<file path="config.mk">
export PLATFORM = sky130hd
export DESIGN_NAME = stack_arbiter
export DESIGN_NICKNAME = d
export VERILOG_FILES = /design/src/rtl/stack_arbiter.sv
export SDC_FILE = /design/constraint.sdc
export NUM_CORES = 1
export LEC_CHECK = 0
export ABC_AREA = 1
export CORE_UTILIZATION = 45
export CTS_CLUSTER_SIZE = 25
export DETAILED_ROUTE_END_ITERATION = 8
export PLACE_DENSITY = 0.92
export SLEW_MARGIN = 5
export SYNTH_ARGS = -nofsm -noshare
export SYNTH_HDL_FRONTEND = slang
export SYNTH_SLANG_ARGS = --single-unit
</file>
<file path="constraint.sdc">
create_clock -name clk -period 2.31 [get_ports clk]
set_input_delay 0.3465 -clock clk [delete_from_list [all_inputs] [get_ports clk]]
set_output_delay 0.3465 -clock clk [all_outputs]
set_load 0.005 [all_outputs]
</file>
<file path="src/rtl/stack_arbiter.sv">
// stack_arbiter: round-robin arbiter giving two req/ack clients one-at-a-time
// access to a shared LIFO stack, with full/empty rejection and pop data return.
module stack_arbiter #(
    parameter int DW = 8
) (
    input  logic          clk,
    input  logic          reset,
    input  logic          a_req,
    input  logic          a_push_pop,
    input  logic [DW-1:0] a_data,
    output logic          a_ack,
    output logic          a_err,
    output logic [DW-1:0] a_rdata,
    input  logic          b_req,
    input  logic          b_push_pop,
    input  logic [DW-1:0] b_data,
    output logic          b_ack,
    output logic          b_err,
    output logic [DW-1:0] b_rdata,
    output logic          stk_enable,
    output logic          stk_push_pop,
    output logic [DW-1:0] stk_data_in,
    input  logic [DW-1:0] stk_data_out,
    input  logic          stk_empty,
    input  logic          stk_full
);
    typedef enum logic [1:0] {IDLE, EXEC, WAIT, RESP} state_t;
    state_t        r_state;
    logic          r_last_a;
    logic          r_win_a;
    logic          r_op;
    logic          w_win_a;
    logic          w_op;
    logic          w_err;
    logic [DW-1:0] w_data;
    // A wins unless B also requests and A was granted last
    assign w_win_a = a_req && (!b_req || !r_last_a);
    assign w_op    = w_win_a ? a_push_pop : b_push_pop;
    assign w_data  = w_win_a ? a_data : b_data;
    assign w_err   = w_op ? stk_full : stk_empty;
    always_ff @(posedge clk or posedge reset) begin
        if (reset) begin
            r_state      <= IDLE;
            r_last_a     <= 1'b0;
            r_win_a      <= 1'b0;
            r_op         <= 1'b0;
            a_ack        <= 1'b0;
            a_err        <= 1'b0;
            a_rdata      <= '0;
            b_ack        <= 1'b0;
            b_err        <= 1'b0;
            b_rdata      <= '0;
            stk_enable   <= 1'b0;
            stk_push_pop <= 1'b0;
            stk_data_in  <= '0;
        end else begin
            a_ack        <= 1'b0;
            a_err        <= 1'b0;
            b_ack        <= 1'b0;
            b_err        <= 1'b0;
            stk_enable   <= 1'b0;
            stk_push_pop <= 1'b0;
            stk_data_in  <= '0;
            case (r_state)
                IDLE: if (a_req || b_req) begin
                    r_win_a  <= w_win_a;
                    r_last_a <= w_win_a;
                    r_op     <= w_op;
                    if (w_err) begin
                        a_ack   <= w_win_a;
                        a_err   <= w_win_a;
                        b_ack   <= !w_win_a;
                        b_err   <= !w_win_a;
                        r_state <= RESP;
                    end else begin
                        stk_enable   <= 1'b1;
                        stk_push_pop <= w_op;
                        stk_data_in  <= w_data;
                        r_state      <= EXEC;
                    end
                end
                EXEC: begin
                    a_ack   <= r_op && r_win_a;
                    b_ack   <= r_op && !r_win_a;
                    r_state <= r_op ? RESP : WAIT;
                end
                WAIT: begin
                    if (r_win_a) a_rdata <= stk_data_out;
                    else b_rdata <= stk_data_out;
                    a_ack   <= r_win_a;
                    b_ack   <= !r_win_a;
                    r_state <= RESP;
                end
                default: r_state <= IDLE;
            endcase
        end
    end
endmodule

</file>
==> flow_metrics.env, run 1 <==
export IMPL_first_pass_iters=4
export IMPL_crit_top_cell="inv_1"
export IMPL_ys_ff_latch=34
export IMPL_yosysWarnings=0
export IMPL_synthTopCellsByCount="nand2_1 (46), dfrtp_1 (34), inv_1 (22)"
export IMPL_min_period_ns=1.53
export IMPL_routed_via_density=4.63
export IMPL_max_slew_margin_rel_pct=68.9
export IMPL_path_cells="inv_1, ha_1, inv_1, nor2_2, inv_1, nor2_2, nand2_1, a21oi_1"
export IMPL_power_density_nw_per_um2=1030
export IMPL_setup_violations_final=0
export IMPL_synth_cell_types=19
export IMPL_grt_usage_pct=19.2
export IMPL_grt_pass1_wl_mm=4.97
export IMPL_clkTransAtPathRegs_ns=0.10
export IMPL_vias=1237
export IMPL_syn_nets=192
export IMPL_ys_seq_area_share_pct=58.4
export IMPL_core_rowCount=20
export IMPL_seq_area_um2=851
export IMPL_root_buffer="clkbuf_4"
export IMPL_synthSimpleGateAreaFrac_pct=20.2
export IMPL_boundaryPins=62
export IMPL_nNetsFinal=258
export IMPL_cp_required_ns=2.55
export IMPL_cts_tree="built"
export IMPL_crit_path_max_incr_delay_ns=0.44
export IMPL_ir_drop_mv=0.586
export IMPL_drive_gt1_share_pct=8.52
export IMPL_synth_most_common_cell="nand2_1"
export IMPL_postSynthAreaPerCell_um2=9.34
export IMPL_async_reset_ff_share_pct=100
export IMPL_core_area_um2=3050
export IMPL_detail_route_wl_per_cell_um=11.1
export IMPL_max_freq_mhz=652
export IMPL_endpoint_kind="flip-flop"
export IMPL_post_cts_buffers=0
export IMPL_period_share_pct=66.4
export IMPL_cts_hold_buffers=0
export IMPL_yosys_area_share_adder_pct=3.44
export IMPL_tightest_slew_ns=0.466
export IMPL_yosys_top_cells_area="dfrtp_1 (58%), nand2_1 (12%), o21ai_0 (6.2%)"
export IMPL_drtAntennaViolNets=0
export IMPL_grt_ovfl_total=0
export IMPL_synth_compound_area_share_pct=10.5
export IMPL_cts_buffer_depth=2
export IMPL_p_leak_uw=0.00107
export IMPL_crit_path_start_kind="flip-flop"
export IMPL_slew_violations=0
export IMPL_finClkSkew_ns=0.0110
export IMPL_ctsHtreeMaxLevel=2
export IMPL_arrival_ns=1.78
export IMPL_start_util_pct=47.7
export IMPL_status="finished, final reports clean"
export IMPL_clk_latency_ns=0.31
export IMPL_synth_edf_count=0
export IMPL_drt_initial_drc_count=75
export IMPL_cp_max_fo=5
export IMPL_cts_sinks=34
export IMPL_die_area_um2=3470
export IMPL_critPathKind="flip-flop to flip-flop"
export IMPL_cts_buffers_inserted=5
export IMPL_slowest_stage="dfrtp_1"
export IMPL_synth_area_um2=1460
export IMPL_grt_pass1_vias=1206
export IMPL_cap_violations=0
export IMPL_placed_area_um2=2110
export IMPL_post_route_cell_area_um2=2170
export IMPL_grt_start_max_net_pins=35
export IMPL_synth_top_area_cell="dfrtp_1"
export IMPL_pre_cts_slack_ns=0.462
export IMPL_post_cts_resized=0
export IMPL_die_y_um=58.9
export IMPL_die_width_um=58.9
export IMPL_synth_cells=156
export IMPL_gp_congestion=0.817
export IMPL_wl_mm=2.96
export IMPL_finalHoldViolCount=0
export IMPL_muxShareOfSynthArea_pct=0
export IMPL_multiInputGateArea_um2=497
export IMPL_synth_flop_cell="dfrtp_1"
export IMPL_post_route_drc_count=0
export IMPL_setup_slack_ns=0.776
export IMPL_synth_top_family_by_area="simple AND/OR/NAND/NOR gates"
export IMPL_n_fill_cell=224
export IMPL_antenna_found_initial=0
export IMPL_diodes=0
export IMPL_synth_top_cell_area_share_pct=58.4
export IMPL_port_buffers=61
export IMPL_synth_xor_area_share_pct=0
export IMPL_dp_hpwl_mm=2.34
export IMPL_holdCritPathClass="input port to async pin"
export IMPL_grt_setup_unrepaired="no"
export IMPL_syn2layout_area_growth_pct=49.0
export IMPL_finalSetupTns_ns=0
[routing by layer]
metal,up-vias,share of wire (%),track usage (%)
met2,34,53,33.6
li1,618,-,-
met4,0,2.2,6.80
met1,579,41,22.4
met3,6,3.5,5.71
met5,-,0,0
[cell type report]
class,count,area share (%)
multi-input cells,96,22.9
flip-flops and latches,34,39.2
clock inverters,1,0.231
clock buffers,7,2.54
inverters,23,4.09
well taps,44,2.54
repair buffers,62,28.5
[state kept, by name, summed over array words and instances (netlist names)]
register and flops:
a_ack 1, a_err 1, a_rdata 8, b_ack 1
b_err 1, b_rdata 8, r_op 1, r_state 2
r_win_a 1, stk_data_in 8, stk_enable 1, stk_push_pop 1
[worst max-delay path, delay by kind of cell, from the launching register on]
family / cells / cell delay [ns]
compound gates: 1 / 0.13
fa+ha+maj: 1 / 0.24
buf+inv: 3 / 0.28
flops: 1 / 0.44
simple gates: 3 / 0.38
[logic make-up (layout without fill, tap and decap cells)]
logic type,count (synthesis),in the layout
adder cells (fa/ha/maj),4,4
flip-flops,34,34
AO/OA/AOI/OAI,30,30
AND/OR/NAND/NOR,62,62
buffers and inverters,26,93
[layout by cell type (no fill, tap or decap), types with 2 or more instances in the layout]
cell type and count:
dfrtp_1 34, nand3_1 4, nand2_2 3, nand3_4 2
inv_1 22, ha_1 4, o21ai_0 18, nor2_1 2
nand2_1 46, a21oi_1 11, nor2_2 2, clkbuf_4 5
clkdlybuf4s50_1 61
[stage by stage]
step                      hold WS, ns  std cells  total power [uW]  utilization, %
final                           0.423        267              2240            71.1
after global routing            0.456        267              2430            71.1
after CTS                       0.435        267              2260            71.1
after detailed placement        0.472        259              1940            69.1
after global placement          0.466        259              1890            69.1
after floorplan                 0.413        156              1410               -
[where the power goes]
part / internal, uW / leakage (uW) / switching, uW
clock network: 147 / 0.0000353 / 175
logic: 530 / 0.000602 / 453
registers: 816 / 0.000435 / 118
total: 1490 / 0.00107 / 746
[path summary, 6_finish.rpt]
check | startpoint | end | slack (ns) | cells after the start
setup / recovery | r_state[1]$_DFFE_PP0P_ | b_ack$_DFF_PP0_ | 0.78 | 8
hold / removal | reset | stk_data_in[4]$_DFF_PP0_ | 0.42 | 3
setup reg to reg | r_state[1]$_DFFE_PP0P_ | b_ack$_DFF_PP0_ | 0.78 | 8
hold reg to reg | a_rdata[4]$_DFFE_PP0P_ | a_rdata[4]$_DFFE_PP0P_ | 0.49 | 2
max in group asynchronous | reset | r_state[0]$_DFFE_PP0P_ | 1.59 | 3
min in group clk | a_rdata[4]$_DFFE_PP0P_ | a_rdata[4]$_DFFE_PP0P_ | 0.49 | 2
(Power assumes the default switching activity.)
==> inputs of run 2 (changes only) <==
CORE_UTILIZATION = 42   (was 45)
PLACE_DENSITY = 0.87   (was 0.92)
clock period = 1.49 ns   (was 2.31 ns; I/O delays follow)
==> run 2 against run 1 <==
Effect of this change:
- sequential cell count unchanged
- clock skew down 0.0030 ns
- sequential power up 56%
- die area up 6.9%
- combinational power up 76%
- global-route usage down 0.63 points
- largest power group unchanged
==> flow_metrics.env, run 2 (synthesis results as in run 1) <==
export IMPL_clk_latency_ns=0.35
export IMPL_post_route_drc_count=0
export IMPL_critPathTopFamily="buffers and inverters"
export IMPL_wl_mm=3.32
export IMPL_grt_usage_pct=18.6
export IMPL_hold_ws_ns=0.206
export IMPL_tightest_slew_ns=0.267
export IMPL_cp_max_fo=2
export IMPL_cap_violations=0
export IMPL_top_regs="a_rdata x8, b_rdata x8, stk_data_in x8"
export IMPL_stdcell_count=278
export IMPL_status="finished, final reports clean"
export IMPL_setup_violations_final=0
export IMPL_grt_pass1_wl_mm=4.79
export IMPL_layout_common_cells="clkdlybuf4s50_1 (56), nand2_1 (44), dfrtp_1 (34), inv_1 (21), o21ai_0 (18)"
export IMPL_combinationalPowerShare_pct=46.4
export IMPL_gp_congestion=0.799
export IMPL_p_clk_share_pct=14.3
export IMPL_diodes=0
export IMPL_cts_tree="built"
export IMPL_arrival_ns=1.23
export IMPL_min_period_ns=1.45
export IMPL_drive_gt1_share_pct=16.4
export IMPL_start_util_pct=43.6
export IMPL_layout_commonest_cell="clkdlybuf4s50_1"
export IMPL_max_slew_margin_rel_pct=82.1
export IMPL_p_leak_uw=0.00117
export IMPL_cts_sinks=34
export IMPL_cts_buffer_depth=2
export IMPL_routed_via_density=4.59
export IMPL_switching_share_pct=34.6
export IMPL_cp_num_cells=1
export IMPL_p_int_uw=2430
export IMPL_first_pass_iters=4
export IMPL_port_buffers=61
export IMPL_endpoint_kind="output pin"
export IMPL_finClkSkew_ns=0.00802
export IMPL_root_buffer="clkbuf_4"
export IMPL_cp_required_ns=1.27
export IMPL_core_area_um2=3340
export IMPL_period_share_pct=97.4
export IMPL_max_freq_mhz=689
export IMPL_grt_start_max_net_pins=35
export IMPL_die_area_um2=3710
export IMPL_p_seq_share_pct=39.3
export IMPL_ir_drop_mv=0.801
export IMPL_holdCritPathClass="input port to async pin"
export IMPL_p_switching_uw=1290
export IMPL_drtAntennaViolNets=0
export IMPL_pre_cts_slack_ns=-0.0453
export IMPL_vias=1275
export IMPL_fin_util_pct=69.3
export IMPL_ctsHtreeMaxLevel=2
export IMPL_dp_cells=267
export IMPL_cts_hold_buffers=0
export IMPL_nNetsFinal=267
export IMPL_path_cells="clkdlybuf4s50_1"
export IMPL_slew_violations=0
export IMPL_grt_pass1_vias=1113
export IMPL_crit_path_max_incr_delay_ns=0.51
export IMPL_drt_initial_drc_count=65
export IMPL_boundaryPins=62
export IMPL_crit_buf_inv=1
export IMPL_finalSetupTns_ns=0
export IMPL_antenna_found_initial=0
export IMPL_die_width_um=60.9
export IMPL_grt_ovfl_total=0
export IMPL_crit_path_start_kind="flip-flop"
export IMPL_core_rowCount=21
export IMPL_dp_hpwl_mm=2.50
export IMPL_die_y_um=60.9
export IMPL_finalHoldViolCount=0
export IMPL_slowest_stage="clkdlybuf4s50_1"
export IMPL_cts_buffers_inserted=5
export IMPL_clkTransAtPathRegs_ns=0.10
export IMPL_detail_route_wl_per_cell_um=11.9
export IMPL_power_density_nw_per_um2=1610
export IMPL_syn2layout_area_growth_pct=58.8
export IMPL_critPathKind="flip-flop to output pin"
export IMPL_setup_slack_ns=0.0386
export IMPL_reg2regPathDepth=7
[run 2: timing repair]
item / 4_1_cts / 5_1_grt
gates resized for setup: 1 / 15
setup buffers: 0 / 3
endpoints found under the setup margin: 1 / 26
[run 2: path summary, 6_finish.rpt]
kind	startpoint	end	slack [ns]
worst max-delay path	a_rdata[6]$_DFFE_PP0P_	a_rdata[6]	0.04
worst min-delay path	reset	b_rdata[1]$_DFFE_PP0P_	0.21
worst max register to register	r_state[1]$_DFFE_PP0P_	stk_data_in[1]$_DFF_PP0_	0.08
worst min register to register	a_rdata[1]$_DFFE_PP0P_	a_rdata[1]$_DFFE_PP0P_	0.50
max in group asynchronous	reset	stk_data_in[1]$_DFF_PP0_	1.11
min in group clk	b_data[6]	stk_data_in[6]$_DFF_PP0_	0.42
[run 2: area by class of cell]
class,instances,area (um^2)
fillers,263,1020
flip-flops and latches,34,851
repair buffers,71,719
multi-input cells,96,537
inverters,23,88.8
well taps,46,57.6
clock buffers,7,55.1
clock inverters,1,5.00
[run 2: stage by stage]
stage / total power, uW / area (um^2)
2_1_floorplan: 2190 / 1460
3_3_place_gp: 3030 / 2180
3_5_place_dp: 3110 / 2180
4_1_cts: 3640 / 2240
5_1_grt: 4010 / 2310
6_report: 3720 / 2310
[run 2: power groups by stage]
stage / clock network [uW] / registers (uW) / logic [uW]
after floorplan: 0 / 1470 / 717
after global placement: 0 / 1460 / 1570
after detailed placement: 0 / 1480 / 1630
after CTS: 543 / 1460 / 1630
after global routing: 583 / 1490 / 1930
final: 533 / 1460 / 1730
[run 2: routing by layer]
layer	vias up	wire length (um)	global-route usage, %	share of wire, %
met4	0	79	11.4	2.4
li1	636	-	-	-
met5	-	0	0	0
met3	7	160	4.48	4.8
met2	35	1760	32.2	53
met1	597	1330	20.6	40
[run 2: worst min-delay path: stages]
cell             delay [ns]
clkdlybuf4s50_1        0.39
inv_1                  0.09
buf_12                 0.21
==> inputs of run 3 (changes only) <==
GPL_TIMING_DRIVEN = 0   (was unset)
==> run 3 against run 2 <==
Effect of this change:
- sequential share of layout area grew 0.46 points
- die area unchanged
- clock power increased by 3%
- sequential power about the same
==> flow_metrics.env, run 3 (synthesis results as in run 1) <==
export IMPL_status="finished, final reports clean"
export IMPL_grt_use_met1_pct=18.9
export IMPL_drt_initial_drc_count=68
export IMPL_start_util_pct=43.6
export IMPL_top_regs="a_rdata x8, b_rdata x8, stk_data_in x8"
export IMPL_setup_slack_ns=0.0207
export IMPL_routed_via_density=4.52
export IMPL_cts_buffers_inserted=5
export IMPL_r2r_start="r_state[1]$_DFFE_PP0P_"
export IMPL_min_period_ns=1.47
export IMPL_power_density_nw_per_um2=1650
export IMPL_tightest_slew_ns=1.16
export IMPL_crit_path_start_kind="flip-flop"
export IMPL_syn2layout_area_growth_pct=56.9
export IMPL_diodes=0
export IMPL_cts_sinks=34
export IMPL_cts_hold_buffers=0
export IMPL_gp_congestion=0.723
export IMPL_ir_drop_mv=0.601
export IMPL_first_pass_iters=6
export IMPL_die_y_um=60.9
export IMPL_holdCritPathClass="input port to async pin"
export IMPL_cp_num_cells=1
export IMPL_pre_cts_slack_ns=-0.222
export IMPL_post_route_drc_count=0
export IMPL_setup_violations_final=0
export IMPL_cp_required_ns=1.27
export IMPL_met3_usage_pct=4.26
export IMPL_layout_common_cells="clkdlybuf4s50_1 (55), nand2_1 (44), dfrtp_1 (34), inv_1 (19), o21ai_0 (18)"
export IMPL_slew_violations=0
export IMPL_boundaryPins=62
export IMPL_die_area_um2=3710
export IMPL_grt_pass1_wl_mm=4.71
export IMPL_drive_gt1_share_pct=15.1
export IMPL_grt_start_max_net_pins=35
export IMPL_crit_path_max_incr_delay_ns=0.51
export IMPL_top_usage_layer="met2"
export IMPL_grt_pass1_vias=1167
export IMPL_use_met2_pct=31.4
export IMPL_port_buffers=61
export IMPL_critPathTopFamily="buffers and inverters"
export IMPL_period_share_pct=98.6
export IMPL_p_leak_uw=0.00118
export IMPL_n_fill_cell=260
export IMPL_cts_buffer_depth=2
export IMPL_dp_hpwl_mm=2.34
export IMPL_antenna_found_initial=0
export IMPL_crit_buf_inv=1
export IMPL_grt_usage_pct=18.0
export IMPL_core_rowCount=21
export IMPL_nNetsFinal=267
export IMPL_root_buffer="clkbuf_4"
export IMPL_slowest_stage="clkdlybuf4s50_1"
export IMPL_reg2regPathDepth=8
export IMPL_vias=1256
export IMPL_max_slew_margin_rel_pct=21.9
export IMPL_path_cells="clkdlybuf4s50_1"
export IMPL_core_area_um2=3340
export IMPL_reg2reg_slack_ns=0.09
export IMPL_drtAntennaViolNets=0
export IMPL_cts_tree="built"
export IMPL_cp_max_fo=2
export IMPL_ctsHtreeMaxLevel=2
export IMPL_wl_mm=3.25
export IMPL_fin_util_pct=68.5
export IMPL_rr_endpoint="r_state[0]$_DFFE_PP0P_"
export IMPL_finalHoldViolCount=0
export IMPL_finClkSkew_ns=0.00770
export IMPL_grt_ovfl_total=0
export IMPL_arrival_ns=1.25
export IMPL_max_freq_mhz=681
export IMPL_clk_latency_ns=0.35
export IMPL_die_width_um=60.9
export IMPL_clkTransAtPathRegs_ns=0.10
export IMPL_cap_violations=0
export IMPL_detail_route_wl_per_cell_um=11.7
export IMPL_endpoint_kind="output pin"
export IMPL_critPathKind="flip-flop to output pin"
export IMPL_layout_commonest_cell="clkdlybuf4s50_1"
-- run 3: changes by cell type in the layout (fill, tap and decap cells not counted), sizes merged --
| cell | before | now |
|---|---|---|
| inv | 23 | 22 |
| clkbuf | 7 | 6 |
| clkinv | 1 | 2 |
| clkdlybuf4s50 | 56 | 55 |
| dlygate4sd2 | 1 | 0 |
| clkinvlp | 0 | 1 |
| dlymetal6s2s | 4 | 6 |
-- run 3: stage by stage --
stage | total power [uW] | setup TNS, ns | instance area, um^2 | cells | hold slack [ns]
final | 3770 | 0 | 2280 | 278 | 0.332
after global routing | 4070 | -0.0224 | 2280 | 278 | 0.412
after CTS | 3610 | 0 | 2190 | 270 | 0.405
after detailed placement | 3050 | -8.20 | 2120 | 263 | 0.472
after global placement | 2970 | -7.48 | 2120 | 263 | 0.466
after floorplan | 2190 | 0 | 1460 | 156 | 0.290
-- run 3: final cells by class --
type | instances | area (um^2) | area share, %
Buffer | 2 | 16.3 | 0.712
Clock buffer | 6 | 51.3 | 2.25
Clock inverter | 2 | 12.5 | 0.548
Inverter | 23 | 88.8 | 3.89
Multi-Input combinational cell | 96 | 522 | 22.8
Sequential cell | 34 | 851 | 37.2
Tap cell | 46 | 57.6 | 2.52
Timing Repair Buffer | 69 | 686 | 30.0
-- run 3: how the worst max path moves through the flow --
stage / start / end / slack [ns]
2_1_floorplan: r_state[0]$_DFFE_PP0P_ / b_ack$_DFF_PP0_ / 0.13
5_1_grt: b_rdata[3]$_DFFE_PP0P_ / b_rdata[3] / -0.02
3_3_place_gp: reset / a_rdata[0]$_DFFE_PP0P_ / -0.22
4_1_cts: r_state[0]$_DFFE_PP0P_ / b_ack$_DFF_PP0_ / 0.007
6_report: b_rdata[3]$_DFFE_PP0P_ / b_rdata[3] / 0.02
3_5_place_dp: reset / stk_push_pop$_DFF_PP0_ / -0.22
-- run 3: power breakdown --
group | switching [uW] | internal [uW]
registers | 187 | 1270
logic | 790 | 974
clock network | 322 | 226
total | 1300 | 2470
-- run 3: repair_timing --
action,in CTS,in global routing
cloned,0,0
setup buffers,0,8
endpoints found under the setup margin,11,24
resized for setup,2,12
pin swaps,0,1
-- run 3: routing by layer --
| layer | routed length (um) | vias up |
|---|---|---|
| met3 | 182 | 9 |
| met2 | 1690 | 43 |
| met5 | 0 | - |
| li1 | - | 633 |
| met1 | 1280 | 571 |
| met4 | 106 | 0 |
